### src/rtl/nibble_add_sched_pkg.sv
// nibble_add_sched_pkg: shared state enum, nibble width, default size and requester-id type
package nibble_add_sched_pkg;
  typedef enum logic [1:0] {IDLE, RUN, DONE} state_t;
  localparam int NIBBLE_W = 4;
  localparam int DEFAULT_NIBBLES = 4;
  typedef logic req_id_t;
endpackage

### src/rtl/nibble_adder.sv
// nibble_adder: 4-bit ripple-carry adder of four full-adder cells (a, b, cin -> s, cout)
module nibble_adder
  import nibble_add_sched_pkg::*;
(
  input  logic [NIBBLE_W-1:0] a,
  input  logic [NIBBLE_W-1:0] b,
  input  logic                cin,
  output logic [NIBBLE_W-1:0] s,
  output logic                cout
);
  logic [NIBBLE_W:0] c;
  assign c[0] = cin;
  for (genvar i = 0; i < NIBBLE_W; i++) begin : g_fa
    assign s[i]   = a[i] ^ b[i] ^ c[i];
    assign c[i+1] = (a[i] & b[i]) | (c[i] & (a[i] ^ b[i]));
  end
  assign cout = c[NIBBLE_W];
endmodule

### src/rtl/nibble_add_sched.sv
// nibble_add_sched: round-robin shares one nibble adder between req0/req1 (valid/ready, a, b, cin) and returns {rsp_cout, rsp_s}, rsp_id on a valid/ready response port
module nibble_add_sched
  import nibble_add_sched_pkg::*;
#(
  parameter int NIBBLES = DEFAULT_NIBBLES
) (
  input  logic                       clk,
  input  logic                       rst,
  input  logic                       req0_valid,
  output logic                       req0_ready,
  input  logic [NIBBLE_W*NIBBLES-1:0] req0_a,
  input  logic [NIBBLE_W*NIBBLES-1:0] req0_b,
  input  logic                       req0_cin,
  input  logic                       req1_valid,
  output logic                       req1_ready,
  input  logic [NIBBLE_W*NIBBLES-1:0] req1_a,
  input  logic [NIBBLE_W*NIBBLES-1:0] req1_b,
  input  logic                       req1_cin,
  output logic                       rsp_valid,
  input  logic                       rsp_ready,
  output logic                       rsp_id,
  output logic [NIBBLE_W*NIBBLES-1:0] rsp_s,
  output logic                       rsp_cout
);
  localparam int W  = NIBBLE_W * NIBBLES;
  localparam int IW = NIBBLES > 1 ? $clog2(NIBBLES) : 1;
  state_t          state_q, state_d;
  req_id_t         last_q, last_d, id_q, id_d, grant;
  logic [IW-1:0]   idx_q, idx_d;
  logic            carry_q, carry_d, acc, nib_c;
  logic [W-1:0]    a_q, a_d, b_q, b_d, sum_q, sum_d;
  logic [NIBBLE_W-1:0] nib_s;
  assign grant      = (req0_valid && req1_valid) ? ~last_q : req1_valid;
  assign req0_ready = state_q == IDLE && grant == 1'b0 && !rst;
  assign req1_ready = state_q == IDLE && grant == 1'b1 && !rst;
  assign acc        = grant ? req1_valid && req1_ready : req0_valid && req0_ready;
  nibble_adder u_add (
    .a    (a_q[NIBBLE_W*idx_q +: NIBBLE_W]),
    .b    (b_q[NIBBLE_W*idx_q +: NIBBLE_W]),
    .cin  (carry_q),
    .s    (nib_s),
    .cout (nib_c)
  );
  always_comb begin
    state_d = state_q;
    last_d  = last_q;
    id_d    = id_q;
    idx_d   = idx_q;
    carry_d = carry_q;
    a_d     = a_q;
    b_d     = b_q;
    sum_d   = sum_q;
    if (state_q == IDLE && acc) begin
      state_d = RUN;
      a_d     = grant ? req1_a : req0_a;
      b_d     = grant ? req1_b : req0_b;
      carry_d = grant ? req1_cin : req0_cin;
      last_d  = grant;
      id_d    = grant;
      idx_d   = '0;
      sum_d   = '0;
    end else if (state_q == RUN) begin
      sum_d[NIBBLE_W*idx_q +: NIBBLE_W] = nib_s;
      carry_d = nib_c;
      state_d = idx_q == IW'(NIBBLES - 1) ? DONE : RUN;
      idx_d   = idx_q == IW'(NIBBLES - 1) ? '0 : idx_q + 1'b1;
    end else if (state_q == DONE && rsp_ready) begin
      state_d = IDLE;
    end
  end
  always_ff @(posedge clk) begin
    if (rst) begin
      state_q <= IDLE;
      last_q  <= 1'b1;
      id_q    <= 1'b0;
      idx_q   <= '0;
      carry_q <= 1'b0;
      a_q     <= '0;
      b_q     <= '0;
      sum_q   <= '0;
    end else begin
      state_q <= state_d;
      last_q  <= last_d;
      id_q    <= id_d;
      idx_q   <= idx_d;
      carry_q <= carry_d;
      a_q     <= a_d;
      b_q     <= b_d;
      sum_q   <= sum_d;
    end
  end
  assign rsp_valid = state_q == DONE;
  assign rsp_s     = sum_q;
  assign rsp_cout  = carry_q;
  assign rsp_id    = id_q;
endmodule

### config.mk
export PLATFORM = sky130hd
export DESIGN_NAME = nibble_add_sched
export DESIGN_NICKNAME = d
export VERILOG_FILES = /design/src/rtl/nibble_add_sched_pkg.sv /design/src/rtl/nibble_adder.sv /design/src/rtl/nibble_add_sched.sv
export SDC_FILE = /design/constraint.sdc
export NUM_CORES = 1
export LEC_CHECK = 0
export ABC_AREA = 1
export ABC_CLOCK_PERIOD_IN_PS = 6500
export BUFFER_PORTS_ARGS = -buffer_cell sky130_fd_sc_hd__buf_2
export CORE_ASPECT_RATIO = 1.2
export CORE_MARGIN = 1.5
export CORE_UTILIZATION = 40
export DETAILED_ROUTE_END_ITERATION = 7
export PLACE_DENSITY = 0.76
export REMOVE_ABC_BUFFERS = 1
export SYNTH_ARGS = -nofsm -noshare
export SYNTH_HDL_FRONTEND = slang
export SYNTH_SLANG_ARGS = --single-unit
### constraint.sdc
create_clock -name clk -period 6.5 [get_ports clk]
set_input_delay 1.3 -clock clk [delete_from_list [all_inputs] [get_ports clk]]
set_output_delay 1.3 -clock clk [all_outputs]
set_load 0.005 [all_outputs]
* Word level (Yosys, flattened, before mapping)
Index checks and enable logic that the tools add are counted.
Word-level totals: output and inout bits 21, word-level logic and storage cells 68, input port bits 71, register bits 55
Cells by class: equality and inequality tests 3, muxes and demuxes 13, shift operators 4, bitwise logic cells 22, reduce and logical (&&, ||, !) cells 15, $add $sub $neg 2
Operator list (count):
- 4-bit negator with 34-bit output | 1
- 4-bit by 34-bit variable shift with 16-bit output (first input constant) | 1
- 4-bit by 34-bit indexed part select with 16-bit output | 1
- 16-bit two-way mux | 2
- 16-bit by 5-bit indexed part select with 4-bit output | 2
- 16-bit bitwise mux | 1
- 1-bit logical AND | 9
- 1-bit bitwise AND | 8
- 2-bit two-way mux | 4
- 1-bit XOR | 8
- 1-bit two-way mux | 6
- 2-bit == test (second input constant) | 2
- 1-bit bitwise OR | 4
- 2-bit nonzero test | 2
- 3-bit nonzero test | 1
- 2-bit by 1-bit adder with 2-bit output (second input constant) | 1
- 2-bit by 1-bit == test with 1-bit output (second input constant) | 1
- 2-bit zero test | 1
- 1-bit NOT | 2
- 2-bit OR reduction | 1
- 1-bit zero test | 1

* Depth between registers and ports, before layout
Gate-level depths: netlist of the first run.
depth in word-level cells 12, mapped depth 17, mapped depth without buffers 16

* Hierarchy
Synthesis of the first run repeated with hierarchy kept, for this count alone.
Unflattened totals: cell total of the unflattened synthesis 466, area total of the unflattened synthesis 2911.5 um2
Modules (own cells, without submodules):
- nibble_add_sched | cells each 452, area an instance 2793.9 um2, sequential area each 1101.1 um2, instances 1
- nibble_adder | cells each 14, area an instance 117.6 um2, sequential area each 0.0 um2, instances 1

* Least setup slack after synthesis of the first run
OpenSTA, ideal clock, no wires.
path kind input to output, start input req0_valid, end output req1_ready, data arrival time 1.945 ns, data required time 5.200 ns, stages 6, setup slack 3.255 ns, path buffers 1, path through nand2_1 nand2_2 clkinv_1 buf_2 nand3_1 inv_1
On the way: cells in the longest elaborated chain, start to end 4
RTL lines:
- start, declared | RTL line nibble_add_sched.sv:9 | input logic req0_valid,
- 1-bit logical AND | RTL line nibble_add_sched.sv:33 | assign grant = (req0_valid && req1_valid) ? ~last_q : req1_valid;
- 1-bit two-way mux | RTL line nibble_add_sched.sv:33
- 1-bit logical AND (2 in series) | RTL line nibble_add_sched.sv:35 | assign req1_ready = state_q == IDLE && grant == 1'b1 && !rst;
- end, declared | RTL line nibble_add_sched.sv:15 | output logic req1_ready,
Every way passes these cells.

* Worst setup path after layout of the first run
Same ends and word-level chain as after synthesis.

==> flow_summary_export.csv, run 1 <==
group,metric,value,unit
clock_network,cts_inserted_buffers,5,
setup_path,path_cells,"buf_2, nand2_1, nand2_2, clkinv_1, nand3_1, inv_1, buf_2",
floorplanning,initial_core_util,42.0,%
setup_path,arrival,3.25,ns
synthesis,synthCells,459,
synthesis,post-synth-top-count-cell,"nand2_1",
synthesis,ys.warnings.count,0,
sta,maxSlewHeadroom,41.7,%
setup_path,critPathLaunchType,"primary input",
drt,antenna_left,0,
floorplanning,die_h,96.5,microns
synthesis,ys_top_cells_by_count,"nand2_1, dfxtp_1, nor2_1",
setup_path,r2r_slack,2.38,ns
floorplanning,core_area,0.00694,sq mm
clock_network,clkSinkCount,55,
setup_path,endpoint_kind,"output pin",
synthesis,ys_seq_elements,55,
drt,finalWirelength,6120,microns
clock_network,cts_resized,0,
setup_path,cp_data_required_time,5.20,ns
clock_network,clkTransAtPathRegs,0.09,ns
global_routing,antenna_found_initial,0,
global_routing,overflow,0,
setup_path,crit_top_cell,"buf_2",
placed_design,place_hpwl,4750,microns
synthesis,async_reset_ff_share,0,%
global_routing,grt_max_degree,35,
pwr,vdd_drop_max,0.000125,V
hold_path,min_path_cells,2,
outcome,outcome,"complete, no violations",
drt,first_pass_iters,4,
hold_path,min_path_type,"flop to flop",
setup_path,path_max_fanout,34,
sta,worstMarginPinSlew,0.873,ns
pwr,p_leak,0.00191,uW
sta,slew_violations,0,
drt,drtIter0Drc,113,
synthesis,synthFlopType,"dfxtp_1",
setup_path,slowest_delay,0.83,ns
sta,fmax,220,MHz
global_routing,grt_first_pass_wirelength,9940,microns
sta,period_needed,4.55,ns
drt,drc_errors,0,
global_routing,grt_pass1_vias,2509,
finish,drive_gt1_share,19.7,%
setup_path,r2r_cells,16,
setup_path,crit_family,"buffers and inverters",
finish,final_cells,626,
drt,viasPerCell,4.60,
clock_network,ctsRootBufferMaster,"clkbuf_8",
synthesis,ys_types,22,
finish,syn2layout_area_growth,18.4,%
setup_path,critPathSlowestCell,"clkinv_1",
synthesis,synth_area_leaders,"dfxtp_1, nand2_1, nor2_1, inv_1, a21oi_1",
hold_path,holdPathEnd,"a_q[7]",
synthesis,synth.avg_cell_area,6.35,sq um
synthesis,synth_seq_area_share,37.8,%
synthesis,synth_edf_count,0,
synthesis,yosysTopAreaCell,"dfxtp_1",
hold_path,holdCritStartpoint,"a_q[7]",
drt,wl_per_cell,9.78,microns
finish,final_util,49.8,%
finish,n_antenna_cell,0,
setup_path,worstSetupPathType,"primary input to output pin",
placed_design,place.gp.congestion,0.860,
floorplanning,placementRows,33,
floorplanning,die_w,81.0,microns
synthesis,syn-cell-area,0.00292,sq mm
drt,dr_total_vias,2880,
finish,final_net_count,619,
clock_network,cts_tree,"built",
placed_design,place_inst,618,
clock_network,post_cts_buffers,0,
sta,setup-violations-final,0,
floorplanning,num_io_pins,92,
clock_network,clkLatencyLatePin,0.31,ns
placed_design,numPortBuffers,91,
sta,rsz0062_at_grt,"false",
pwr,p_per_area,212,mW/mm^2
sta,finClkSkew,0.00994,ns
sta,fin_tns_setup,0,ns
synthesis,synth_top_area_share,37.8,%
clock_network,cts_buffer_depth,2,
sta,hold_viol,0,
setup_path,critPathBufInv,4,
global_routing,grt_usage,15.9,%
clock_network,h-tree-depth,2,
sta,min_period_over_period,70.1,%
clock_network,hold_buffers,0,
setup_path,r2r-end,"rsp_s[15]",
job,drv_cap,0,
setup_path,rr_startpoint,"idx_q[0]",
floorplanning,die-area,0.00781,sq mm
## metal layers
layer  GRT usage (%)  routed length (microns)  vias to the layer above
met2            29.7                     3110                       67
met1            17.5                     2660                     1242
met4            6.18                       74                        0
met5               0                        0                        -
met3            3.00                      282                        5
li1                -                        -                     1566
## cells in the final DEF (no fill, tap or decap)
cell type,synthesis,layout
buf_2,7,91
ha_1,6,6
o22a_1,4,4
clkinvlp_4,0,1
nor2_1,45,45
nand3_2,1,1
clkinv_1,2,2
nand4_1,1,1
nor2_4,3,3
a21oi_1,17,17
o22ai_1,4,4
dfxtp_1,55,55
inv_1,29,29
nand2_2,3,3
clkbuf_8,0,5
clkinv_4,0,2
nand3_1,15,15
nand2_1,234,234
fa_1,4,4
o21ai_0,17,17
## report_power, final
group / switching (uW) / total [uW] / internal [uW]
logic: 94.5 / 162 / 67.4
clock network: 112 / 189 / 77.1
registers: 18.0 / 382 / 364
total: 225 / 733 / 509
## registers in the layout, summed over array words and instances (netlist names)
register,count
a_q,16
b_q,16
rsp_s,16
idx_q,2
state_q,2
last_q,1
rsp_cout,1
rsp_id,1
## through the flow
stage          area, sq um  power (uW)  worst slack (ns)  hold WS [ns]
3_5_place_dp          3360         553              1.90         0.430
3_3_place_gp          3360         549              1.96         0.427
4_1_cts               3450         743              1.90         0.453
2_1_floorplan         2790         496              2.54         0.414
6_report              3450         733              1.95         0.450
5_1_grt               3450         782              1.62         0.466
## worst max-delay path by stage
stage	start	to	slack [ns]	cells after the start
floorplan	req0_valid	req1_ready	2.54	5
global placement	req0_valid	req1_ready	1.96	7
detailed placement	req0_valid	req1_ready	1.90	7
CTS	req0_valid	req1_ready	1.90	7
global route	req0_valid	req1_ready	1.62	7
finish	req0_valid	req1_ready	1.95	7
## layout make-up
class,instances,area (sq um)
flip-flops and latches,55,1100
multi-input cells,354,1580
repair buffers,91,455
well taps,87,109
inverters,31,116
clock buffers,5,68.8
fillers,745,3480
clock inverters,3,25.0
## kinds of logic (layout without fill, tap and decap cells)
family,after synthesis,in the layout,share of synthesized area (%)
buffers and inverters,50,130,8.19
flip-flops,55,55,37.8
adder cells (fa/ha/maj),10,10,5.32
AO/OA/AOI/OAI,42,42,7.89
AND/OR/NAND/NOR,302,302,40.8
## tightest hold or removal path, delay by kind of cell, from the launching register on
family,cells,cell delay (ns)
and+or+nand+nor,2,0.10
DFF,1,0.32
Power figures use the tool's default switching activity.
==> run 2: changes to the inputs <==
ABC_CLOCK_PERIOD_IN_PS = 4300   (was 6500)
clock period = 4.3 ns   (was 6.5 ns; I/O delays follow)
==> flow_summary_export.csv, run 2 (synthesis gave the netlist of run 1 again) <==
group,metric,value,unit
outcome,outcome,"complete, no violations",
global_routing,use_met3,2.91,%
placed_design,place_inst,620,
placed_design,place.gp.congestion,0.861,
sta,slew_violations,0,
finish,syn2layout_area_growth,19.7,%
floorplanning,die-area,0.00781,sq mm
pwr,p_sw_share,28.3,%
global_routing,grt-busiest-layer,"met2",
floorplanning,initial_core_util,42.0,%
global_routing,grt_max_degree,35,
setup_path,r2r_slack,1.13,ns
pwr,power_frac_comb,21.5,%
placed_design,place_hpwl,5040,microns
setup_path,arrival,3.41,ns
drt,dr_total_vias,2890,
floorplanning,die_w,81.0,microns
sta,setup-violations-final,0,
pwr,vdd_drop_max,0.000151,V
global_routing,grt_first_pass_wirelength,10700,microns
global_routing,met2_usage,32.6,%
floorplanning,die_h,96.5,microns
drt,viasPerCell,4.60,
global_routing,grt_usage,17.2,%
floorplanning,placementRows,33,
sta,worstMarginPinSlew,0.719,ns
setup_path,critPathLaunchType,"flop",
setup_path,path_cells,"clkinv_1, o21ai_0, o22a_1, fa_1, inv_1, fa_1, inv_1, fa_1, inv_1, fa_1, inv_1, nor2_1, nand2_1, inv_1, nand2_1, a21oi_1",
pwr,internal-power,842,uW
setup_path,worstSetupPathType,"flop to flop",
setup_path,crit_top_cell,"inv_1",
pwr,seqPwrFrac,48.9,%
drt,first_pass_iters,4,
pwr,p_per_area,337,mW/mm^2
clock_network,ctsRootBufferMaster,"clkbuf_8",
clock_network,hold_buffers,0,
global_routing,antenna_found_initial,0,
sta,fmax,316,MHz
pwr,power,1170,uW
finish,n_antenna_cell,0,
finish,fill_cells,753,
clock_network,cts_buffer_depth,2,
clock_network,cts_tree,"built",
sta,period_needed,3.17,ns
finish,multi_input_area,0.00158,sq mm
finish,final_cells,628,
drt,drc_errors,0,
global_routing,grt_pass1_vias,2647,
pwr,p_switching,333,uW
sta,rsz0062_at_grt,"false",
setup_path,endpoint_kind,"flop",
sta,min_period_over_period,73.7,%
setup_path,path_max_fanout,20,
clock_network,post_cts_buffers,0,
finish,mostFrequentLayoutCells,"nand2_1, buf_2, dfxtp_1",
drt,wl_per_cell,10.3,microns
setup_path,slowest_delay,0.50,ns
hold_path,min_path_type,"flop to flop",
drt,antenna_left,0,
placed_design,pre_cts_ws,1.16,ns
global_routing,overflow,0,
finish,final_common_cell,"nand2_1",
setup_path,cp_data_required_time,4.54,ns
sta,maxSlewHeadroom,52.0,%
sta,fin_tns_setup,0,ns
clock_network,clkLatencyLatePin,0.30,ns
drt,finalWirelength,6440,microns
floorplanning,num_io_pins,92,
pwr,p_leak,0.00194,uW
clock_network,clkTransAtPathRegs,0.09,ns
sta,fin_ws,1.13,ns
clock_network,clkSinkCount,55,
floorplanning,core_area,0.00694,sq mm
job,drv_cap,0,
finish,final_net_count,621,
pwr,power_frac_clock,29.6,%
clock_network,cts_resized,0,
drt,drtIter0Drc,102,
clock_network,cts_inserted_buffers,5,
setup_path,critPathSlowestCell,"fa_1",
placed_design,numPortBuffers,91,
sta,finClkSkew,0.00451,ns
finish,seq_area,0.00110,sq mm
clock_network,h-tree-depth,2,
sta,hold_viol,0,
global_routing,gr-usage-met1,19.2,%
finish,drive_gt1_share,20.0,%
run 2: cell types whose count changed in the layout (fill, tap and decap cells not counted):
cell	change
bufinv_16	+1
buf_4	+2
clkinvlp_4	-1
clkinv_4	-2
clkinv_2	+1
clkbuf_8	+1
run 2: metrics by stage:
| step | instance area (sq um) | hold WS [ns] | util (%) |
|---|---|---|---|
| after detailed placement | 3370 | 0.432 | 48.6 |
| after floorplan | 2790 | 0.414 | - |
| after global routing | 3490 | 0.476 | 50.3 |
| after global placement | 3370 | 0.425 | 48.6 |
| after CTS | 3490 | 0.454 | 50.3 |
| final | 3490 | 0.448 | 50.3 |
run 2: final timing paths:
check	startpoint	end	cells past startpoint
max	idx_q[0]	rsp_s[15]	16
min reg2reg	b_q[11]	b_q[11]	2
min	b_q[11]	b_q[11]	2
max reg2reg	idx_q[0]	rsp_s[15]	16
run 2: critical path, delay by kind of cell, from the launching register on:
family                   cells  cell delay [ns]
adder cells (fa/ha/maj)      4             1.20
buffers and inverters        6             0.68
AO/OA/AOI/OAI                3             0.65
flip-flops                   1             0.35
AND/OR/NAND/NOR              3             0.24
run 2: layout make-up:
class | count | area share, %
multi-input combinational | 354 | 45.2
sequential | 55 | 31.5
timing repair buffer | 93 | 13.5
inverter | 31 | 3.33
tap | 87 | 3.12
clock buffer | 6 | 2.37
clock inverter | 2 | 1.00
run 2: power by group through the flow:
stage | combinational, uW | sequential (uW) | clock, uW
detailed placement | 256 | 586 | 0
CTS | 256 | 575 | 362
floorplan | 167 | 582 | 0
global placement | 247 | 587 | 0
global route | 294 | 580 | 381
finish | 253 | 574 | 348
run 2: per-layer routing:
metal  vias up  part of all wire, %
met2        57                   52
li1       1563                    -
met1      1265                   43
met4         0                 0.67
met3         5                  3.8
met5         -                    0
